<file path="src/rtl/prog_run_sequencer.sv">
// Launcher for a processor core: holds it in reset, runs it until done or a cycle limit,
// then reads the selected program's result bytes back through a data-memory read port.
module prog_run_sequencer #(
    parameter int unsigned RST_CYC = 3,
    parameter logic [15:0] MAX_CYC = 16'hFFFF,
    parameter logic [7:0]  A_P1_HI = 8'd4,
    parameter logic [7:0]  A_P2    = 8'd7,
    parameter logic [7:0]  A_P3    = 8'd127
) (
    input  logic        clk,
    input  logic        reset,
    input  logic        go,
    input  logic [1:0]  prog_sel,
    input  logic        core_done,
    output logic        core_reset,
    output logic [7:0]  dm_raddr,
    input  logic [7:0]  dm_rdata,
    output logic        busy,
    output logic [15:0] result,
    output logic        result_valid,
    output logic [15:0] cycles,
    output logic        timeout,
    output logic        bad_sel
);

    typedef enum logic [2:0] {IDLE, HOLD, RUN, RD_HI, RD_LO, FIN} state_t;

    state_t      state, next_state;
    logic [1:0]  sel;
    logic [7:0]  hold_cnt;
    logic [15:0] cyc_inc;
    logic        hold_last;
    logic [7:0]  lo_addr;

    always_comb begin
        cyc_inc   = (cycles == 16'hFFFF) ? cycles : cycles + 16'd1;
        hold_last = (hold_cnt == 8'(RST_CYC - 1));
        case (sel)
            2'd0:    lo_addr = A_P1_HI + 8'd1;
            2'd1:    lo_addr = A_P2;
            default: lo_addr = A_P3;
        endcase
    end

    // NOTE: sequential state uses non-blocking assignments so every register samples
    // pre-edge values; blocking here would create order-dependent simulation races.
    always_ff @(posedge clk or negedge reset) begin
        if (!reset) state <= IDLE;
        else        state <= next_state;
    end

    // NOTE: next_state gets a default before the case so no path leaves it unassigned,
    // which would otherwise infer a latch.
    always_comb begin
        next_state = state;
        case (state)
            IDLE:  if (go && prog_sel != 2'd3) next_state = HOLD;
            HOLD:  if (hold_last) next_state = RUN;
            RUN: begin
                // done takes priority over the cycle limit on the same cycle
                if (core_done)              next_state = (sel == 2'd0) ? RD_HI : RD_LO;
                else if (cyc_inc >= MAX_CYC) next_state = FIN;
            end
            RD_HI: next_state = RD_LO;
            RD_LO: next_state = FIN;
            FIN:   next_state = IDLE;
            default: next_state = IDLE;
        endcase
    end

    always_comb begin
        core_reset = (state != RUN);
        busy       = (state == HOLD) || (state == RUN) || (state == RD_HI) || (state == RD_LO);
    end

    always_ff @(posedge clk or negedge reset) begin
        if (!reset) begin
            sel          <= 2'd0;
            hold_cnt     <= 8'd0;
            cycles       <= 16'd0;
            timeout      <= 1'b0;
            result       <= 16'd0;
            result_valid <= 1'b0;
            bad_sel      <= 1'b0;
            dm_raddr     <= 8'd0;
        end else begin
            result_valid <= (state == RD_LO);
            bad_sel      <= (state == IDLE) && go && (prog_sel == 2'd3);

            case (state)
                IDLE: begin
                    if (next_state == HOLD) begin
                        sel      <= prog_sel;
                        timeout  <= 1'b0;
                        hold_cnt <= 8'd0;
                    end
                end
                HOLD: begin
                    hold_cnt <= hold_cnt + 8'd1;
                    if (hold_last) cycles <= 16'd0;
                end
                RUN: begin
                    cycles <= cyc_inc;
                    if (next_state == FIN) timeout <= 1'b1;
                end
                RD_HI: result[15:8] <= dm_rdata;
                RD_LO: begin
                    result[7:0] <= dm_rdata;
                    if (sel != 2'd0) result[15:8] <= 8'd0;
                end
                default: ;
            endcase

            // Address is set on the edge entering a read state so the asynchronous
            // memory returns data within that state; otherwise it holds.
            if (next_state == RD_HI)      dm_raddr <= A_P1_HI;
            else if (next_state == RD_LO) dm_raddr <= lo_addr;
        end
    end

endmodule

</file>
<file path="config.mk">
export PLATFORM = sky130hd
export DESIGN_NAME = prog_run_sequencer
export DESIGN_NICKNAME = d
export VERILOG_FILES = /design/src/rtl/prog_run_sequencer.sv
export SDC_FILE = /design/constraint.sdc
export NUM_CORES = 1
export LEC_CHECK = 0
export CORE_ASPECT_RATIO = 0.8
export CORE_MARGIN = 5
export CORE_UTILIZATION = 51
export CTS_CLUSTER_SIZE = 20
export DETAILED_ROUTE_END_ITERATION = 10
export PLACE_DENSITY_LB_ADDON = 0.05
export SYNTH_ARGS = -nofsm -noshare
export SYNTH_HDL_FRONTEND = slang
export SYNTH_SLANG_ARGS = --single-unit
export TNS_END_PERCENT = 20
</file>
<file path="constraint.sdc">
create_clock -name clk -period 2.4 [get_ports clk]
set_clock_uncertainty 0.05 [all_clocks]
set_input_delay 0.48 -clock clk [delete_from_list [all_inputs] [get_ports clk]]
set_output_delay 0.48 -clock clk [all_outputs]
set_load 0.01 [all_outputs]
</file>
==> results of run 1 <==
## through the flow
stage,area (um^2),TNS [ns],util,std cells,setup WS [ns]
2_1_floorplan,2810,0,-,293,0.185
3_3_place_gp,3520,0,0.651,417,0.159
3_5_place_dp,3520,0,0.651,417,0.0616
4_1_cts,3610,0,0.669,425,0.0653
5_1_grt,3640,-0.0418,0.673,426,-0.0418
6_report,3640,0,0.673,426,0.0979
## cells in the mapped netlist, drive strengths merged (3+ instances only)
| library cell | instances |
|---|---|
| nor3 | 3 |
| nand2 | 28 |
| mux2 | 12 |
| nand4 | 13 |
| and3 | 6 |
| mux2i | 4 |
| dfrtp | 52 |
| xnor2 | 3 |
| nand3 | 13 |
| ha | 3 |
| a31oi | 8 |
| inv | 9 |
| a21oi | 17 |
| clkbuf | 5 |
| and2 | 6 |
| nor4 | 7 |
| nor2 | 20 |
| a22o | 9 |
| o21ai | 21 |
| nand3b | 3 |
| buf | 17 |
| and4 | 3 |
| o22ai | 9 |
## flip-flops by register name, summed over array words and instances (netlist names)
| signal | cells |
|---|---|
| result_valid | 1 |
| bad_sel | 1 |
| timeout | 1 |
| hold_cnt | 8 |
| sel | 2 |
| dm_raddr | 4 |
| result | 16 |
| cycles | 16 |
| state | 3 |
## critical path: cells and delay by family (launching register included)
family                 cells  cell delay, ns
buffers and inverters      2            0.68
DFF                        1            0.45
and+or+nand+nor            2            0.34
## repair_timing
item                                    4_1_cts  5_1_grt
endpoints found under the hold margin         0        0
resized for setup                             0        4
buffers inserted                              0        1
endpoints found under the setup margin        0        4
## routing by layer
| layer | vias to the layer above | wire length [um] | track usage |
|---|---|---|---|
| met5 | - | 0 | 0 |
| met4 | 0 | 65 | 0.0615 |
| met3 | 6 | 443 | 0.0424 |
| met2 | 97 | 3280 | 0.308 |
| met1 | 1225 | 3300 | 0.293 |
| li1 | 1213 | - | - |
## power groups by stage
stage,sequential (mW),combinational (mW),clock (mW)
6_report,1.31,1.65,0.527
5_1_grt,1.34,1.79,0.581
4_1_cts,1.30,1.66,0.541
3_5_place_dp,1.32,1.65,0
3_3_place_gp,1.31,1.63,0
2_1_floorplan,1.37,0.849,0
## cell families (layout without fill, tap and decap cells)
group	count (synthesis)	after routing
AND/OR/NAND/NOR	109	109
AO/OA/AOI/OAI	78	78
flip-flops	52	52
buffers and inverters	31	99
multiplexers	16	16
adder cells (fa/ha/maj)	3	3
XOR/XNOR	3	3
other	1	1
## layout make-up
class,count,area [um^2],share of cell area
Multi-Input combinational cell,210,1360,0.374
Sequential cell,52,1300,0.358
Timing Repair Buffer,82,766,0.210
Clock buffer,7,86.3,0.0237
Tap cell,65,81.3,0.0223
Inverter,9,33.8,0.00928
Clock inverter,1,7.51,0.00206
## path summary, 6_finish.rpt
check	startpoint	to	depth (start not counted)
min in group clk	dm_raddr[2]$_DFFE_PN0P_	dm_raddr[2]$_DFFE_PN0P_	1
max in group asynchronous	reset	state[2]$_DFF_PN0_	2
max reg2reg	cycles[0]$_DFFE_PN0P_	state[1]$_DFF_PN0_	7
min	reset	cycles[0]$_DFFE_PN0P_	1
min reg2reg	dm_raddr[2]$_DFFE_PN0P_	dm_raddr[2]$_DFFE_PN0P_	1
max	state[1]$_DFF_PN0_	core_reset	4
==> impl_metrics.csv, run 1 <==
group,metric,value,unit
logic_synthesis,ys_seq_elements,52,
critical_path,slowest_delay,0.56,ns
power,p_switching,1.24,mW
power,seqPwrFrac,0.375,
logic_synthesis,synth.area.mux_share,0.0624,
power,leakagePower,1.52,nW
critical_path,path_class,"reg2out",
logic_synthesis,syn-num-nets,310,
logic_synthesis,synthDistinctLibCells,52,
final_layout,drive_gt1_frac,0.163,
logic_synthesis,synth_compound_area_frac,0.177,
timing,slew_headroom,0.639,
floorplan,io_pins,59,
timing,finalCritPeriodShare,0.959,
cts,clk_latency,0.31,ns
power,swShare,0.356,
final_layout,fillers,458,
placement,dpl.hpwl,5190,um
floorplan,rows,24,
route,drtIter0Drc,118,
flow_run,cap_violations,0,
logic_synthesis,syn_inst,293,
critical_path,cp-end-kind,"output pin",
timing,report.final.hold_viol_count,0,
critical_path,cp_data_required_time,1.87,ns
final_layout,final_common_cell,"clkdlybuf4s50_1",
timing,slew_violations,0,
timing,tightest_slew,0.542,ns
cts,ctsHoldBuffers,0,
power,power,3.48,mW
timing,whs,0.0937,ns
logic_synthesis,synth_top_area_frac,0.463,
logic_synthesis,syn_area_per_cell,9.59,um^2
critical_path,reg2reg_slack,0.12,ns
logic_synthesis,synth-simple-area-share,0.215,
power,p_clk_frac,0.151,
global_routing,antenna_found_initial,0,
global_routing,grt_max_degree,32,
global_routing,grt_usage,0.204,
final_layout,nNetsFinal,377,
floorplan,die_y,76.4,um
route,drc,0,
cts,cts.sinks,52,
floorplan,dieWidth,93.0,um
logic_synthesis,synth_area,2810,um^2
power,p_int,2.24,mW
floorplan,die_area,7100,um^2
critical_path,cp-start-kind,"flip-flop",
logic_synthesis,ys_dominant_reg_cell,"dfrtp_1",
logic_synthesis,synth_top_area_cell,"dfrtp_1",
cts,cts-root-buf,"clkbuf_8",
logic_synthesis,ys_top_cells_by_area,"dfrtp_1 46%, mux2_2 4.8%, nand2_1 3.7%, o21ai_0 3.6%, a21oi_1 3.0%",
timing,fmax,434,MHz
floorplan,coreArea,5410,um^2
floorplan,initial_core_util,0.520,
logic_synthesis,async_reset_ff_frac,1.00,
placement,gp_congestion,0.918,
final_layout,final_cell_mix,"56 x clkdlybuf4s50_1, 51 x dfrtp_1, 28 x nand2_1",
final_layout,n_antenna_cell,0,
cts,cts_inserted_buffers,5,
cts,cts_tree,"built",
timing,setup_violations,0,
power,power_density,957,nW/um^2
route,firstDrtPassIters,5,
logic_synthesis,synth_warnings,0,
logic_synthesis,synth_edf_count,0,
cts,clk_pin_slew_worst_paths,0.09,ns
cts,htreeDepth,2,
cts,clk_path_buf_depth,2,
route,vias_per_cell,5.96,
outcome,status,"complete, no violations",
logic_synthesis,seq_area_frac_synth,0.463,
final_layout,area_delta_synth_final,29.6,%
logic_synthesis,synthXorXnorAreaFrac,0.00935,
route,routed_wl,7100,um
global_routing,grt_overflow,0,
worst_hold_path,hold_path_class,"in2async",
power,combPwrFrac,0.474,
global_routing,grt_pass1_vias,2398,
route,vias,2541,
placement,portBuffers,57,
route,detail-route-antenna-nets,0,
logic_synthesis,yosys.area_share.adder,0.0134,
global_routing,grt_pass1_wl,11800,um
timing,fin_crit,2.30,ns
critical_path,arrival,1.77,ns
logic_synthesis,synth_top_family_by_area,"simple AND/OR/NAND/NOR gates",
route,wl_per_cell,16.7,um
critical_path,path_cells,"nor2b_1 -> and2_0 -> inv_1 -> clkdlybuf4s50_1",
critical_path,crit_path_max_fanout,6,
power,ir_drop,0.000584,V
critical_path,slowest_stage,"clkdlybuf4s50_1",
Note: power is estimated with default switching activity, not from simulation.
==> inputs of run 2 (changes only) <==
--- a/config.mk
+++ b/config.mk
@@ -10,6 +10,7 @@
 export CORE_UTILIZATION = 51
 export CTS_CLUSTER_SIZE = 20
 export DETAILED_ROUTE_END_ITERATION = 10
+export MAX_ROUTING_LAYER = met4
 export PLACE_DENSITY_LB_ADDON = 0.05
 export SYNTH_ARGS = -nofsm -noshare
 export SYNTH_HDL_FRONTEND = slang
==> run 2 against run 1 <==
Worst setup slack gained 0.0044 ns. Critical path depth increased by 3. Global-route usage increased by 1.4 points. Flip-flop and latch count did not move. Die area did not move. Via count rose by 0.71%. Highest routed layer unchanged.
==> impl_metrics.csv, run 2 (synthesis results as in run 1) <==
group,metric,value,unit
floorplan,dieWidth,93.0,um
cts,clk_latency,0.31,ns
route,drtIter0Drc,183,
worst_hold_path,hp-start,"dm_raddr[2]$_DFFE_PN0P_",
final_layout,nNetsFinal,381,
critical_path,r2r-start,"cycles[0]$_DFFE_PN0P_",
critical_path,reg2reg_slack,0.10,ns
global_routing,grt_pass1_vias,2431,
timing,rsz0062_at_grt,"no",
critical_path,arrival,2.45,ns
placement,portBuffers,57,
power,power,3.63,mW
route,firstDrtPassIters,5,
timing,tns,0,ns
cts,cts.sinks,52,
final_layout,fillers,430,
timing,setup_ws,0.102,ns
final_layout,area_delta_synth_final,31.3,%
timing,fmax,435,MHz
worst_hold_path,hold_path_class,"reg2reg",
critical_path,cp-start-kind,"flip-flop",
route,vias,2559,
power,leakagePower,1.54,nW
route,detail-route-antenna-nets,0,
cts,clk_pin_slew_worst_paths,0.09,ns
critical_path,cpLargestDelayFamily,"compound AO/OA/AOI/OAI gates",
power,power_density,984,nW/um^2
route,drc,0,
critical_path,cp_data_required_time,2.55,ns
floorplan,io_pins,59,
final_layout,post-route-util,0.682,
timing,setup_violations,0,
critical_path,crit_buf_inv,0,
critical_path,slowest_delay,0.40,ns
timing,tightest_slew,0.529,ns
critical_path,slowest_stage,"dfrtp_1",
floorplan,rows,24,
timing,slew_headroom,0.644,
cts,clk_path_buf_depth,2,
final_layout,stdcell_count,430,
flow_run,cap_violations,0,
timing,slew_violations,0,
worst_hold_path,hold_path_depth,1,
placement,gp_congestion,0.903,
critical_path,reg2reg_depth,7,
critical_path,path_class,"reg2reg",
timing,report.final.hold_viol_count,0,
final_layout,reg_top3,"cycles (16), result (16), hold_cnt (8)",
outcome,status,"complete, no violations",
global_routing,antenna_found_initial,0,
placement,dpl.hpwl,5340,um
power,ir_drop,0.000720,V
global_routing,grt_pass1_wl,12200,um
final_layout,n_antenna_cell,0,
worst_hold_path,hold_end,"dm_raddr[2]$_DFFE_PN0P_",
final_layout,final_common_cell,"clkdlybuf4s50_1",
cts,postCtsSetupRepairBufs,0,
final_layout,design_area,3690,um^2
global_routing,grt_usage,0.218,
floorplan,die_area,7100,um^2
final_layout,drive_gt1_frac,0.167,
cts,cts_tree,"built",
final_layout,final_cell_mix,"56 x clkdlybuf4s50_1, 52 x dfrtp_1, 28 x nand2_1, 28 x buf_4, 20 x o21ai_0",
global_routing,grt_overflow,0,
global_routing,grt_max_degree,26,
route,routed_wl,7240,um
route,wl_per_cell,16.8,um
timing,finalCritPeriodShare,0.957,
timing,whs,0.426,ns
timing,fin_crit,2.30,ns
floorplan,die_y,76.4,um
placement,dp_cells,421,
floorplan,coreArea,5410,um^2
cts,cts-root-buf,"clkbuf_8",
critical_path,crit_path_max_fanout,9,
critical_path,cp-end-kind,"flip-flop",
route,vias_per_cell,5.95,
cts,cts_inserted_buffers,5,
placement,pre_cts_ws,0.0705,ns
critical_path,rr_endpoint,"state[1]$_DFF_PN0_",
floorplan,initial_core_util,0.520,
placement,dpl_cell_area,3540,um^2
cts,htreeDepth,2,
critical_path,path_cells,"ha_2 -> nand3b_4 -> a2111oi_4 -> o2111ai_1 -> nor4_2 -> nand4_1 -> a31o_1",
run 2: changes by cell type in the layout (fill, tap and decap cells not counted), sizes merged:
cell,previous run,this run
clkinvlp,1,0
bufinv,0,1
dlygate4sd3,0,1
buf,26,29
run 2: worst reg2reg max path, cell delays in order (launching register included):
cell and delay, ns:
dfrtp_1 0.40, ha_2 0.26, nand3b_4 0.19, a2111oi_4 0.37, o2111ai_1 0.18, nor4_2 0.30, nand4_1 0.19, a31o_1 0.25
run 2: what timing repair did:
action / in CTS / in global routing
gates resized for setup: 0 / 2
endpoints found under the hold margin: 9 / 0
setup endpoints to repair: 0 / 3
hold buffers: 1 / 0
run 2: routing by layer:
metal,routed length (um),global-route usage
met5,0,-
met4,136,0.0615
met3,584,0.0385
met2,3290,0.320
met1,3240,0.311
run 2: cell type report:
cell class                      instances  area, um^2  area share
Inverter                                9        33.8     0.00916
Sequential cell                        52        1300       0.353
Tap cell                               65        81.3      0.0220
Multi-Input combinational cell        210        1360       0.369
Clock buffer                            7        96.3      0.0261
Timing Repair Buffer                   86         786       0.213
Clock inverter                          1        30.0     0.00814
run 2: how the worst max path moves through the flow:
stage                                from            endpoint  cells after the start
floorplan           cycles[0]$_DFFE_PN0P_  state[1]$_DFF_PN0_                      8
global placement    cycles[0]$_DFFE_PN0P_  state[1]$_DFF_PN0_                      7
detailed placement  cycles[0]$_DFFE_PN0P_  state[1]$_DFF_PN0_                      7
CTS                 cycles[0]$_DFFE_PN0P_  state[1]$_DFF_PN0_                      7
global route           state[1]$_DFF_PN0_          core_reset                      4
finish              cycles[0]$_DFFE_PN0P_  state[1]$_DFF_PN0_                      7
run 2: where the power goes:
part           internal (mW)  switching (mW)  total (mW)
registers               1.12           0.160        1.28
clock network          0.368           0.287       0.655
logic                  0.891           0.801        1.69
total                   2.38            1.25        3.63
==> inputs of run 3 (changes only) <==
--- a/config.mk
+++ b/config.mk
@@ -7,7 +7,7 @@
 export LEC_CHECK = 0
 export CORE_ASPECT_RATIO = 0.8
 export CORE_MARGIN = 5
-export CORE_UTILIZATION = 51
+export CORE_UTILIZATION = 25
 export CTS_CLUSTER_SIZE = 20
 export DETAILED_ROUTE_END_ITERATION = 10
 export MAX_ROUTING_LAYER = met4
==> run 3 against run 2 <==
Maximum frequency is 0.15% lower. Sequential share of layout area shrank 1.4 points. Largest power group unchanged. Power up 3.7%. Critical path depth fell by 3. Non-clock buffer count grew 2.
==> impl_metrics.csv, run 3 (synthesis results as in run 1) <==
group,metric,value,unit
floorplan,die_area,13500,um^2
cts,clk_path_buf_depth,2,
critical_path,arrival,1.77,ns
timing,tightest_slew,0.590,ns
global_routing,grt_pass1_wl,13600,um
timing,fin_crit,2.30,ns
global_routing,grt_max_degree,30,
route,routed_wl,8230,um
placement,dpl.hpwl,6160,um
final_layout,n_antenna_cell,0,
floorplan,initial_core_util,0.257,
timing,report.final.hold_viol_count,0,
floorplan,dieWidth,129,um
critical_path,cp-end-kind,"output pin",
timing,slew_headroom,0.606,
cts,cts.sinks,52,
critical_path,cp_data_required_time,1.87,ns
power,power_density,981,nW/um^2
final_layout,drive_gt1_frac,0.174,
route,vias_per_cell,4.81,
route,drc,0,
floorplan,io_pins,59,
route,firstDrtPassIters,4,
placement,gp_congestion,0.793,
critical_path,slowest_stage,"clkdlybuf4s50_1",
route,wl_per_cell,16.1,um
power,power,3.76,mW
global_routing,grt_pass1_vias,2515,
timing,slew_violations,0,
critical_path,slowest_delay,0.55,ns
cts,clk_latency,0.29,ns
outcome,status,"complete, no violations",
critical_path,path_class,"reg2out",
critical_path,path_cells,"nor2b_1 -> and2_0 -> inv_1 -> clkdlybuf4s50_1",
critical_path,reg2reg_depth,6,
cts,ctsHoldBuffers,0,
cts,cts_tree,"built",
final_layout,nNetsFinal,383,
critical_path,rr_endpoint,"state[1]$_DFF_PN0_",
cts,htreeDepth,2,
final_layout,seqCellArea,1300,um^2
critical_path,crit_path_max_fanout,6,
global_routing,grt_usage,0.129,
cts,cts_inserted_buffers,5,
route,vias,2458,
timing,tns,0,ns
flow_run,cap_violations,0,
global_routing,antenna_found_initial,0,
placement,portBuffers,57,
timing,setup_violations,0,
critical_path,cp-start-kind,"flip-flop",
timing,fmax,435,MHz
critical_path,reg2reg_slack,0.19,ns
final_layout,reg_top3,"cycles (16), result (16), hold_cnt (8)",
cts,cts-root-buf,"clkbuf_16",
final_layout,multi_input_area,1360,um^2
global_routing,grt_overflow,0,
timing,rsz0062_at_grt,"no",
worst_hold_path,hold_path_class,"in2async",
floorplan,rows,34,
floorplan,coreArea,10900,um^2
final_layout,area_delta_synth_final,36.6,%
final_layout,final_cell_mix,"56 x clkdlybuf4s50_1, 52 x dfrtp_1, 30 x buf_4",
route,detail-route-antenna-nets,0,
power,leakagePower,1.57,nW
cts,clk_pin_slew_worst_paths,0.07,ns
floorplan,die_y,105,um
critical_path,r2r-start,"cycles[15]$_DFFE_PN0P_",
route,drtIter0Drc,125,
final_layout,final_common_cell,"clkdlybuf4s50_1",
power,ir_drop,0.000508,V
timing,finalCritPeriodShare,0.959,
final_layout,fillers,1128,
timing,whs,0.131,ns
## run 3: changes by cell type in the layout (fill, tap and decap cells not counted), sizes merged
cell | before | now
buf | 29 | 32
bufinv | 1 | 0
clkbuf | 7 | 6
clkinv | 0 | 1
dlygate4sd3 | 1 | 0
inv | 9 | 10
## run 3: timing repair
| item | in CTS | in global routing |
|---|---|---|
| resized for setup | 0 | 2 |
| hold endpoints to repair | 0 | 0 |
| setup endpoints to repair | 0 | 7 |
| setup buffers | 0 | 1 |
## run 3: per-stage QoR
stage | area (um^2) | util | setup WS [ns] | instances
final | 3840 | 0.351 | 0.0988 | 511
after global routing | 3840 | 0.351 | 0.000885 | 511
after CTS | 3820 | 0.349 | 0.0488 | 510
after detailed placement | 3660 | 0.335 | 0.0553 | 502
after global placement | 3660 | 0.335 | 0.121 | 502
after floorplan | 2810 | - | 0.185 | 293
## run 3: worst max-delay path: cells and delay by family (launching register included)
kind / cells / cell delay, ns
buffers and inverters: 2 / 0.68
DFF: 1 / 0.44
and+or+nand+nor: 2 / 0.36
## run 3: layout make-up
cell class | instances | area share
Inverter | 9 | 0.00881
Multi-Input combinational cell | 210 | 0.354
Timing Repair Buffer | 88 | 0.211
Sequential cell | 52 | 0.339
Clock buffer | 6 | 0.0362
Clock inverter | 2 | 0.00359
Tap cell | 144 | 0.0470
## run 3: per-layer routing
metal	routed length, um	vias to the layer above	part of all wire	GRT usage
li1	-	1215	-	-
met1	4320	1182	0.52	0.190
met2	3460	55	0.42	0.179
met3	373	6	0.045	0.0337
met4	70	0	0.0085	0.0270
met5	0	-	0	-
## run 3: where the power goes
group	switching (mW)	leakage, nW	internal, mW
Clock	0.337	0.0772	0.418
Combinational	0.793	0.804	0.911
Sequential	0.181	0.687	1.12
Total	1.31	1.57	2.45
## run 3: worst max-delay path by stage
stage / startpoint / end / slack [ns] / cells past startpoint
6_report: state[1]$_DFF_PN0_ / core_reset / 0.1 / 4
5_1_grt: state[1]$_DFF_PN0_ / core_reset / 0.0009 / 4
4_1_cts: cycles[0]$_DFFE_PN0P_ / state[1]$_DFF_PN0_ / 0.05 / 7
3_5_place_dp: cycles[0]$_DFFE_PN0P_ / state[1]$_DFF_PN0_ / 0.06 / 7
3_3_place_gp: cycles[0]$_DFFE_PN0P_ / state[1]$_DFF_PN0_ / 0.12 / 7
2_1_floorplan: cycles[0]$_DFFE_PN0P_ / state[1]$_DFF_PN0_ / 0.19 / 8
